## config.mk

```make
export PLATFORM = sky130hd
export DESIGN_NAME = tpu_cmd_scheduler
export DESIGN_NICKNAME = d
export VERILOG_FILES = /design/src/rtl/tpu_cmd_scheduler_pkg.sv /design/src/rtl/tpu_cmd_scheduler_sync_fifo.sv /design/src/rtl/tpu_cmd_scheduler.sv
export SDC_FILE = /design/constraint.sdc
export NUM_CORES = 1
export LEC_CHECK = 0
export CAP_MARGIN = 25
export CORE_ASPECT_RATIO = 0.5
export CORE_MARGIN = 2
export CORE_UTILIZATION = 40
export CTS_BUF_LIST = sky130_fd_sc_hd__clkbuf_16
export DETAILED_ROUTE_END_ITERATION = 7
export GPL_TIMING_DRIVEN = 0
export SYNTH_ARGS = -nofsm -noshare
export SYNTH_HDL_FRONTEND = slang
export SYNTH_SLANG_ARGS = --single-unit
export TNS_END_PERCENT = 30
```

## constraint.sdc

```tcl
create_clock -name clk -period 16.2 [get_ports clk]
set_input_delay 3.24 -clock clk [delete_from_list [all_inputs] [get_ports clk]]
set_output_delay 3.24 -clock clk [all_outputs]
set_load 0.02 [all_outputs]
```

## src/rtl/tpu_cmd_scheduler_pkg.sv

```systemverilog
// Shared definitions for the TPU command scheduler: opcodes, widths, FSM states, FIFO entry layout.
package tpu_cmd_scheduler_pkg;

    localparam int unsigned TPU_CMD_W = 48;
    localparam int unsigned ENTRY_W   = TPU_CMD_W + 1;
    localparam int unsigned WDOG_W    = 16;

    localparam logic [7:0] TPU_CLEARSCREEN = 8'h01;
    localparam logic [7:0] TPU_PRINT       = 8'h02;
    localparam logic [7:0] TPU_LOCATE      = 8'h03;
    localparam logic [7:0] TPU_SETATTR     = 8'h04;
    localparam logic [7:0] TPU_SETMASK     = 8'h05;
    localparam logic [7:0] TPU_FILLAREA    = 8'h06;

    typedef enum logic [1:0] {
        ST_IDLE  = 2'd0,
        ST_ISSUE = 2'd1,
        ST_WAIT  = 2'd2
    } sched_state_e;

    typedef struct packed {
        logic                 last;
        logic [TPU_CMD_W-1:0] command;
    } fifo_entry_t;

    // One-hot pick among eligible requesters; on contention the one not granted last wins.
    function automatic logic [1:0] rr_pick(input logic elig0, input logic elig1, input logic last_was_1);
        logic [1:0] pick;
        if (elig0 && elig1) begin
            pick = last_was_1 ? 2'b01 : 2'b10;
        end else begin
            pick = {elig1, elig0};
        end
        return pick;
    endfunction

endpackage

```

## src/rtl/tpu_cmd_scheduler_sync_fifo.sv

```systemverilog
// Synchronous first-word-fall-through FIFO; power-of-two depth, wrap-bit pointers.
module tpu_cmd_scheduler_sync_fifo #(
    parameter int unsigned WIDTH = 49,
    parameter int unsigned DEPTH = 8
) (
    input  logic             clk,
    input  logic             reset,
    input  logic             push_i,
    input  logic             pop_i,
    input  logic [WIDTH-1:0] din_i,
    output logic [WIDTH-1:0] dout_o,
    output logic             full_o,
    output logic             empty_o
);

    localparam int unsigned AW = $clog2(DEPTH);
    localparam int unsigned PW = AW + 1;

    logic [PW-1:0]    wr_ptr_q;
    logic [PW-1:0]    rd_ptr_q;
    logic [WIDTH-1:0] mem_q [DEPTH];

    assign empty_o = (wr_ptr_q == rd_ptr_q);
    assign full_o  = (wr_ptr_q[AW] != rd_ptr_q[AW]) && (wr_ptr_q[AW-1:0] == rd_ptr_q[AW-1:0]);
    assign dout_o  = mem_q[rd_ptr_q[AW-1:0]];

    // Pointer update; a full FIFO refuses a push even when popped in the same cycle.
    always_ff @(posedge clk) begin
        if (reset) begin
            wr_ptr_q <= '0;
            rd_ptr_q <= '0;
        end else begin
            if (push_i && !full_o) begin
                wr_ptr_q <= wr_ptr_q + PW'(1);
            end
            if (pop_i && !empty_o) begin
                rd_ptr_q <= rd_ptr_q + PW'(1);
            end
        end
    end

    // Storage write; contents need no reset since pointers define validity.
    always_ff @(posedge clk) begin
        if (push_i && !full_o) begin
            mem_q[wr_ptr_q[AW-1:0]] <= din_i;
        end
    end

endmodule

```

## src/rtl/tpu_cmd_scheduler.sv

```systemverilog
// Shares the TPU command port between two requesters: per-requester FIFOs, round-robin with
// atomic sequences (lock until 'last'), issue/busy handshake and a busy watchdog.
module tpu_cmd_scheduler
    import tpu_cmd_scheduler_pkg::*;
#(
    parameter int unsigned FIFO_DEPTH     = 8,
    parameter int unsigned TIMEOUT_CYCLES = 65535
) (
    input  logic                 clk,
    input  logic                 reset,
    input  logic                 req0_valid,
    input  logic [TPU_CMD_W-1:0] req0_command,
    input  logic                 req0_last,
    output logic                 req0_ready,
    input  logic                 req1_valid,
    input  logic [TPU_CMD_W-1:0] req1_command,
    input  logic                 req1_last,
    output logic                 req1_ready,
    output logic                 tpu_execute,
    output logic [TPU_CMD_W-1:0] tpu_command,
    input  logic                 tpu_busy,
    output logic [1:0]           grant,
    output logic                 idle,
    output logic                 timeout_error
);

    localparam logic [WDOG_W-1:0] TIMEOUT_LIM = WDOG_W'(TIMEOUT_CYCLES);
    localparam logic              WDOG_EN     = (TIMEOUT_CYCLES != 0);
    localparam logic [WDOG_W-1:0] WDOG_MAX    = '1;

    fifo_entry_t din0, din1, head0, head1, sel_head;
    logic        push0, push1, pop0, pop1;
    logic        full0, full1, empty0, empty1;

    sched_state_e         state_q, state_d;
    logic                 exec_q, exec_d;
    logic [TPU_CMD_W-1:0] cmd_q, cmd_d;
    logic [1:0]           grant_q, grant_d;
    logic                 timeout_q, timeout_d;
    logic                 lock_q, lock_d;
    logic                 rr_last1_q, rr_last1_d;
    logic                 issued_last_q, issued_last_d;
    logic [WDOG_W-1:0]    wdog_q, wdog_d;

    logic       elig0, elig1, win, wdog_hit;
    logic [1:0] pick;
    logic [WDOG_W-1:0] wdog_inc;

    assign req0_ready = !full0 && !reset;
    assign req1_ready = !full1 && !reset;
    assign push0      = req0_valid && req0_ready;
    assign push1      = req1_valid && req1_ready;
    assign din0       = '{last: req0_last, command: req0_command};
    assign din1       = '{last: req1_last, command: req1_command};

    tpu_cmd_scheduler_sync_fifo #(
        .WIDTH (ENTRY_W),
        .DEPTH (FIFO_DEPTH)
    ) u_fifo0 (
        .clk     (clk),
        .reset   (reset),
        .push_i  (push0),
        .pop_i   (pop0),
        .din_i   (din0),
        .dout_o  (head0),
        .full_o  (full0),
        .empty_o (empty0)
    );

    tpu_cmd_scheduler_sync_fifo #(
        .WIDTH (ENTRY_W),
        .DEPTH (FIFO_DEPTH)
    ) u_fifo1 (
        .clk     (clk),
        .reset   (reset),
        .push_i  (push1),
        .pop_i   (pop1),
        .din_i   (din1),
        .dout_o  (head1),
        .full_o  (full1),
        .empty_o (empty1)
    );

    // While locked only the owner may issue; an empty owner FIFO deliberately stalls.
    assign elig0    = !empty0 && (!lock_q || grant_q[0]);
    assign elig1    = !empty1 && (!lock_q || grant_q[1]);
    assign pick     = rr_pick(elig0, elig1, rr_last1_q);
    assign win      = (state_q == ST_IDLE) && !tpu_busy && (pick != 2'b00);
    assign wdog_inc = (wdog_q == WDOG_MAX) ? wdog_q : wdog_q + WDOG_W'(1);
    assign wdog_hit = WDOG_EN && (wdog_inc == TIMEOUT_LIM);

    assign tpu_execute   = exec_q;
    assign tpu_command   = cmd_q;
    assign grant         = grant_q;
    assign timeout_error = timeout_q;
    assign idle          = empty0 && empty1 && (state_q == ST_IDLE) && !lock_q;

    // State and datapath registers.
    always_ff @(posedge clk) begin
        if (reset) begin
            state_q       <= ST_IDLE;
            exec_q        <= 1'b0;
            cmd_q         <= '0;
            grant_q       <= 2'b00;
            timeout_q     <= 1'b0;
            lock_q        <= 1'b0;
            rr_last1_q    <= 1'b1;
            issued_last_q <= 1'b1;
            wdog_q        <= '0;
        end else begin
            state_q       <= state_d;
            exec_q        <= exec_d;
            cmd_q         <= cmd_d;
            grant_q       <= grant_d;
            timeout_q     <= timeout_d;
            lock_q        <= lock_d;
            rr_last1_q    <= rr_last1_d;
            issued_last_q <= issued_last_d;
            wdog_q        <= wdog_d;
        end
    end

    // Next-state selection.
    always_comb begin
        state_d = state_q;
        unique case (state_q)
            ST_IDLE:  if (win) state_d = ST_ISSUE;
            ST_ISSUE: state_d = ST_WAIT;
            ST_WAIT:  if (!tpu_busy || wdog_hit) state_d = ST_IDLE;
            default:  state_d = ST_IDLE;
        endcase
    end

    // Datapath next values: issue, completion bookkeeping, watchdog.
    always_comb begin
        exec_d        = 1'b0;
        cmd_d         = cmd_q;
        grant_d       = grant_q;
        timeout_d     = timeout_q;
        lock_d        = lock_q;
        rr_last1_d    = rr_last1_q;
        issued_last_d = issued_last_q;
        wdog_d        = wdog_q;
        pop0          = 1'b0;
        pop1          = 1'b0;
        sel_head      = pick[1] ? head1 : head0;
        unique case (state_q)
            ST_IDLE: begin
                if (win) begin
                    pop0          = pick[0];
                    pop1          = pick[1];
                    cmd_d         = sel_head.command;
                    issued_last_d = sel_head.last;
                    grant_d       = pick;
                    exec_d        = 1'b1;
                end
            end
            ST_ISSUE: begin
                wdog_d = '0;
            end
            ST_WAIT: begin
                if (!tpu_busy) begin
                    lock_d     = !issued_last_q;
                    grant_d    = issued_last_q ? 2'b00 : grant_q;
                    rr_last1_d = grant_q[1];
                end else begin
                    wdog_d = wdog_inc;
                    if (wdog_hit) begin
                        timeout_d = 1'b1;
                        lock_d    = 1'b0;
                        grant_d   = 2'b00;
                    end
                end
            end
            default: ;
        endcase
    end

endmodule

```

Word level (Yosys, flattened, before mapping)
Memory sizes are Yosys's and may differ from the RTL's. A register that Yosys moved wholly into a read port is not among the register bits.
Cells that the tools add are included.
{"block": "word_totals", "out_inout_bits": 55, "register_bits": 89, "wordCells": 108, "mem_bits_rw": 784, "n_memories": 2}
{"name": "u_fifo0.mem_q", "words": 8, "width": 49, "read_ports": 1, "rd_clocked_by_memory_dff": 1, "wr": 1, "line_no": "tpu_cmd_scheduler_sync_fifo.sv:21", "source": "logic [WIDTH-1:0] mem_q [DEPTH];"}
{"name": "u_fifo1.mem_q", "words": 8, "width": 49, "read_ports": 1, "rd_clocked_by_memory_dff": 1, "wr": 1, "line_no": "tpu_cmd_scheduler_sync_fifo.sv:21"}
{"block": "classes", "muxes": 29, "bitwise_logic": 2, "n_eq_ne": 16, "reduce_logical": 41, "addsub": 5}
{"cell": "2-to-1 mux 49 bit", "n": 1}
{"cell": "equality test 16 bit (second input constant)", "n": 2}
{"cell": "2-to-1 mux 16 bit", "n": 2}
{"cell": "case mux 16 bit (2 select lines)", "n": 1}
{"cell": "logical AND 1 bit", "n": 18}
{"cell": "adder 16 x 1 -> 16 bit (second input constant)", "n": 1}
{"cell": "adder 4 x 1 -> 4 bit (second input constant)", "n": 4}
{"cell": "2-to-1 mux 2 bit", "n": 8}
{"cell": "2-to-1 mux 3 bit", "n": 4}
{"cell": "2-to-1 mux 1 bit", "n": 11}
{"cell": "AND reduction 2 bit", "n": 5}
{"cell": "equality test 4 bit", "n": 2}
{"cell": "zero test 1 bit", "n": 8}
{"cell": "equality test 3 bit", "n": 2}
{"cell": "inequality test 2 bit (second input constant)", "n": 3}
{"cell": "inequality test 3 bit (second input constant)", "n": 2}
{"cell": "case mux 2 bit (3 select lines)", "n": 1}
{"cell": "nonzero test 2 bit", "n": 3}
{"cell": "case mux 2 bit (2 select lines)", "n": 1}
{"cell": "AND reduction 4 bit", "n": 1}
{"cell": "logical OR 1 bit", "n": 3}
{"cell": "AND reduction 3 bit", "n": 1}
{"cell": "equality test 2 x 1 -> 1 bit (second input constant)", "n": 1}
{"cell": "equality test 2 bit (second input constant)", "n": 1}
{"cell": "other kinds (5)", "n": 7}

Depth between registers and ports, before layout
{"block": "logic_depth", "word_depth": 12, "ltp_mapped": 9, "mapped_depth_nobuf": 7}

Cells and area by module
From an unflattened synthesis, not the netlist that was laid out.
{"block": "hier_totals", "cells_unflattened": 1732, "area_unflattened_um2": 34588.2}
{"mod": "tpu_cmd_scheduler_sync_fifo", "n_inst": 2, "cells_per_inst": 651, "area_each_um2": 15463.6}
{"mod": "tpu_cmd_scheduler", "n_inst": 1, "cells_per_inst": 430, "area_each_um2": 3661.0}

Worst setup path before layout
No wires, ideal clock.
{"block": "synth_timing", "kind": "input to register", "startpoint": "input port reset", "endpoint": "memory u_fifo1.mem_q[4][0] (enable)", "n_path_buf": 0, "arrival_time_ns": 9.005, "stages": 3, "slack_ns": 6.601, "cell_sequence": "a41oi_1 > nand2_1 > nor4b_1"}
{"block": "synth_between", "elab_chain_len": 6}
{"element": "from (decl)", "line_no": "tpu_cmd_scheduler.sv:10", "source": "input logic reset,"}
{"element": "zero test 1 bit", "line_no": "tpu_cmd_scheduler.sv:50", "source": "assign req1_ready = !full1 && !reset;"}
{"element": "logical AND 1 bit", "line_no": "tpu_cmd_scheduler.sv:50"}
{"element": "logical AND 1 bit", "line_no": "tpu_cmd_scheduler.sv:52", "source": "assign push1 = req1_valid && req1_ready;"}
{"element": "logical AND 1 bit", "line_no": "tpu_cmd_scheduler_sync_fifo.sv:44", "source": "if (push_i && !full_o) begin"}
{"element": "2-to-1 mux 1 bit", "line_no": "tpu_cmd_scheduler_sync_fifo.sv:44"}
{"element": "2-to-1 mux 1 bit (not written as such)", "line_no": "tpu_cmd_scheduler_sync_fifo.sv:45", "source": "mem_q[wr_ptr_q[AW-1:0]] <= din_i;"}
{"element": "to (decl)", "line_no": "tpu_cmd_scheduler_sync_fifo.sv:21"}
No other way between the ends.

Worst setup path in the final report
{"block": "layout_timing", "startpoint": "input port reset", "endpoint": "output port req1_ready"}
{"block": "layout_between", "elab_chain_len": 2}
{"element": "zero test 1 bit", "line_no": "tpu_cmd_scheduler.sv:50"}
{"element": "logical AND 1 bit", "line_no": "tpu_cmd_scheduler.sv:50"}
{"element": "to (decl)", "line_no": "tpu_cmd_scheduler.sv:18", "source": "output logic req1_ready,"}
No other way between the ends.

==> reports/metrics.csv <==
metric,value,unit
"most common cell after layout, fill and taps aside",edfxtp_1,
Yosys top cell area share,69.2,%
Fin Setup TNS,0,ns
WS Path Type,in -> out,
max cap viols,0,
Critical Path End Type,primary output,
vias in the first global route,17427,
LEAKAGE,12.8,nW
Slew headroom,35.9,%
average cell area after synthesis,19.5,µm²
clk sink count,879,
final slew viol count,0,
first-pass GRT wire length,119000,µm
crit-path cells,"clkdlybuf4s50_1, a41oi_1, clkdlybuf4s50_1",
CTS root buf,clkbuf_16,
Die Wd,416,µm
I/O Buffers,156,
critical path required time,12.96,ns
"commonest non-fill, non-tap cells in the layout","edfxtp_1, mux4_2, clkdlybuf4s50_1, nand2_1, dfxtp_1",
Syn Std Cell Area,0.0340,mm²
syn_nets,1856,
CP max FO,3,
Compound-Gate Fraction of Synth Area,3.32,%
"Hold Vio Cnt, Final",0,
library cells used by synthesis,59,
Synth Instances,1748,
die area,0.0876,mm²
CORE AREA,0.0841,mm²
Crit path largest cell delay,0.67,ns
DR iter-0 viols,1777,
Post-DP HPWL,56900,µm
outcome,"finished, final reports clean",
Area growth syn-to-layout,19.3,%
# placed instances,3110,
io pins,158,
CTS tree,done,
Post-Route Utilization,48.3,%
largest area contributor in the netlist,edfxtp_1,
Vias,17563,
WL/cell,24.9,µm
Die Span Y,210,µm
RSZ-0062 raised after global routing,false,
register area share after synthesis,74.8,%
Post-Synth XOR/XNOR Area,0.644,%
"Clk pin slew, worst setup/hold paths",0.06,ns
Non-Filler Instances,3266,
P per Cell Area,125,mW/mm²
number of synthesized flops with an enable pin,784,
Tmin final,7.98,ns
Worst Path Arrival,4.74,ns
Post-route DRC,0,
Clock Skews,0.0217,ns
Via density,5.38,
CP max-delay cell,clkdlybuf4s50_1,
layout cells sized above 1,24.0,%
Post-CTS Hold Buffers,0,
Max Root-Sink Buffers,3,
ys async rst share,0,%
cts repair resizes,0,
largest net degree at the start of global routing,50,
fin nets,2186,
number of synthesized register bits,879,
Max Clk Rate,125,MHz
"most used cell, CP",clkdlybuf4s50_1,
"Buf+Inv Stages, Crit Path",2,
GRT Total Usage,18.6,%
antenna violations before repair,6,
simple-gate area share of the yosys netlist,3.67,%
setup bufs post-CTS,0,
Post-Synth Adder-Cell Area,0.184,%
Initial Util,40.5,%
post-synthesis mux area share,16.0,%
setup violators final,0,
synth top area cells,"edfxtp_1, mux4_2, dfxtp_1",
"antenna viol nets, final",0,
num rows,75,
GR Overflow Total,0,
Main synth FF type,edfxtp_1,
period utilisation layout,49.2,%
type of the worst min-delay path,reg -> reg,
CTS Buf Count,80,
clk_lat worst skew,0.64,ns
largest family of logic cells by synthesized area,multiplexers,
routability cong.,0.869,
Top Family by Delay on Critical Path,buffers and inverters,
Yosys warnings,0,
startpoint types,input pin,
Peak supply drop,0.0000791,V
DR pass1 iterations,5,
Worst-Margin Slew,0.962,ns
H-tree level count,3,
final wirelength,81300,µm
-- kinds of logic (layout without fill, tap and decap cells) --
group | after synthesis | count (layout)
other | 0 | 5
AOI/OAI and AO/OA | 173 | 173
xor gates and xnor gates | 25 | 25
DFF | 879 | 879
muxes | 293 | 293
adders and majority gates | 5 | 5
and+or+nand+nor | 262 | 262
buffers and inverters | 111 | 508
-- worst min-delay path, delay by kind of cell, from the launching register on --
family           cells  cell delay, ns
AO/OA/AOI/OAI        1            0.05
flip-flops           1            0.31
AND/OR/NAND/NOR      1            0.05
-- path summary, 6_finish.rpt --
kind / from / end / slack (ns) / cells after the start
max: reset / req1_ready / 8.22 / 3
min: tpu_command[18]$_SDFFE_PP0P_ / tpu_command[18]$_SDFFE_PP0P_ / 0.45 / 2
max reg2reg: u_fifo1.wr_ptr_q[0]$_SDFFE_PP0P_ / u_fifo1.mem_q[3][17]$_DFFE_PP_ / 12.63 / 11
min reg2reg: tpu_command[18]$_SDFFE_PP0P_ / tpu_command[18]$_SDFFE_PP0P_ / 0.45 / 2
-- per-stage QoR --
step | instance area, µm² | hold slack [ns] | power (mW) | setup WS [ns]
global route | 40600 | 0.475 | 5.26 | 8.16
detailed placement | 38100 | 0.448 | 3.33 | 8.22
floorplan | 34000 | 0.460 | 3.03 | 6.60
global placement | 37000 | 0.446 | 3.32 | 0.501
CTS | 40600 | 0.456 | 5.12 | 8.21
finish | 40600 | 0.454 | 5.08 | 8.22
-- cell type report --
class / instances / area [µm²]
repair buffers: 248 / 2590
fillers: 6929 / 43500
flip-flops and latches: 879 / 25400
diodes: 5 / 12.5
multi-input cells: 758 / 8190
well taps: 1116 / 1400
clock inverters: 67 / 439
inverters: 5 / 21.3
plain buffers: 106 / 458
clock buffers: 82 / 2050
-- cell usage after synthesis, drive strengths merged, types with 2 or more instances --
cell type and instances:
o211ai 52, buf 52, inv 5, dfxtp 95
nor2 46, nand2 131, or3 3, a21o 2
nand4 12, nand3 12, ha 5, a21oi 66
a211oi 4, xor2 11, nor3 16, mux2 48
a31oi 4, nor2b 4, a311oi 6, nand2b 7
o211a 2, clkbuf 54, or4 2, nor4 7
nor3b 4, mux2i 49, mux4 196, nand3b 3
and2 5, o22ai 2, edfxtp 784, o21ai 15
a41oi 4, a22oi 5, xnor2 14, and4 3
and3 4, nand4b 2
-- routing by layer --
metal	up-vias	share of wire, %	GRT usage (%)
met5	-	0.015	0
met2	436	47	28.9
met4	2	2.0	4.99
li1	7793	-	-
met1	9231	46	27.1
met3	101	5.4	3.43
-- where the power goes --
part	internal, mW	switching [mW]	leakage, nW
sequential	2.53	0.0293	7.86
combinational	0.310	0.410	3.57
clock	0.987	0.817	1.33
total	3.82	1.26	12.8
-- registers in the layout, summed over array words and instances, names as in the netlist, 2 cells and up, named ones only --
register	count
u_fifo0.mem_q	392
u_fifo1.mem_q	392
tpu_command	48
wdog_q	16
u_fifo0.rd_ptr_q	4
u_fifo0.wr_ptr_q	4
u_fifo1.rd_ptr_q	4
u_fifo1.wr_ptr_q	4
grant	2
state_q	2
(Power assumes the default switching activity.)
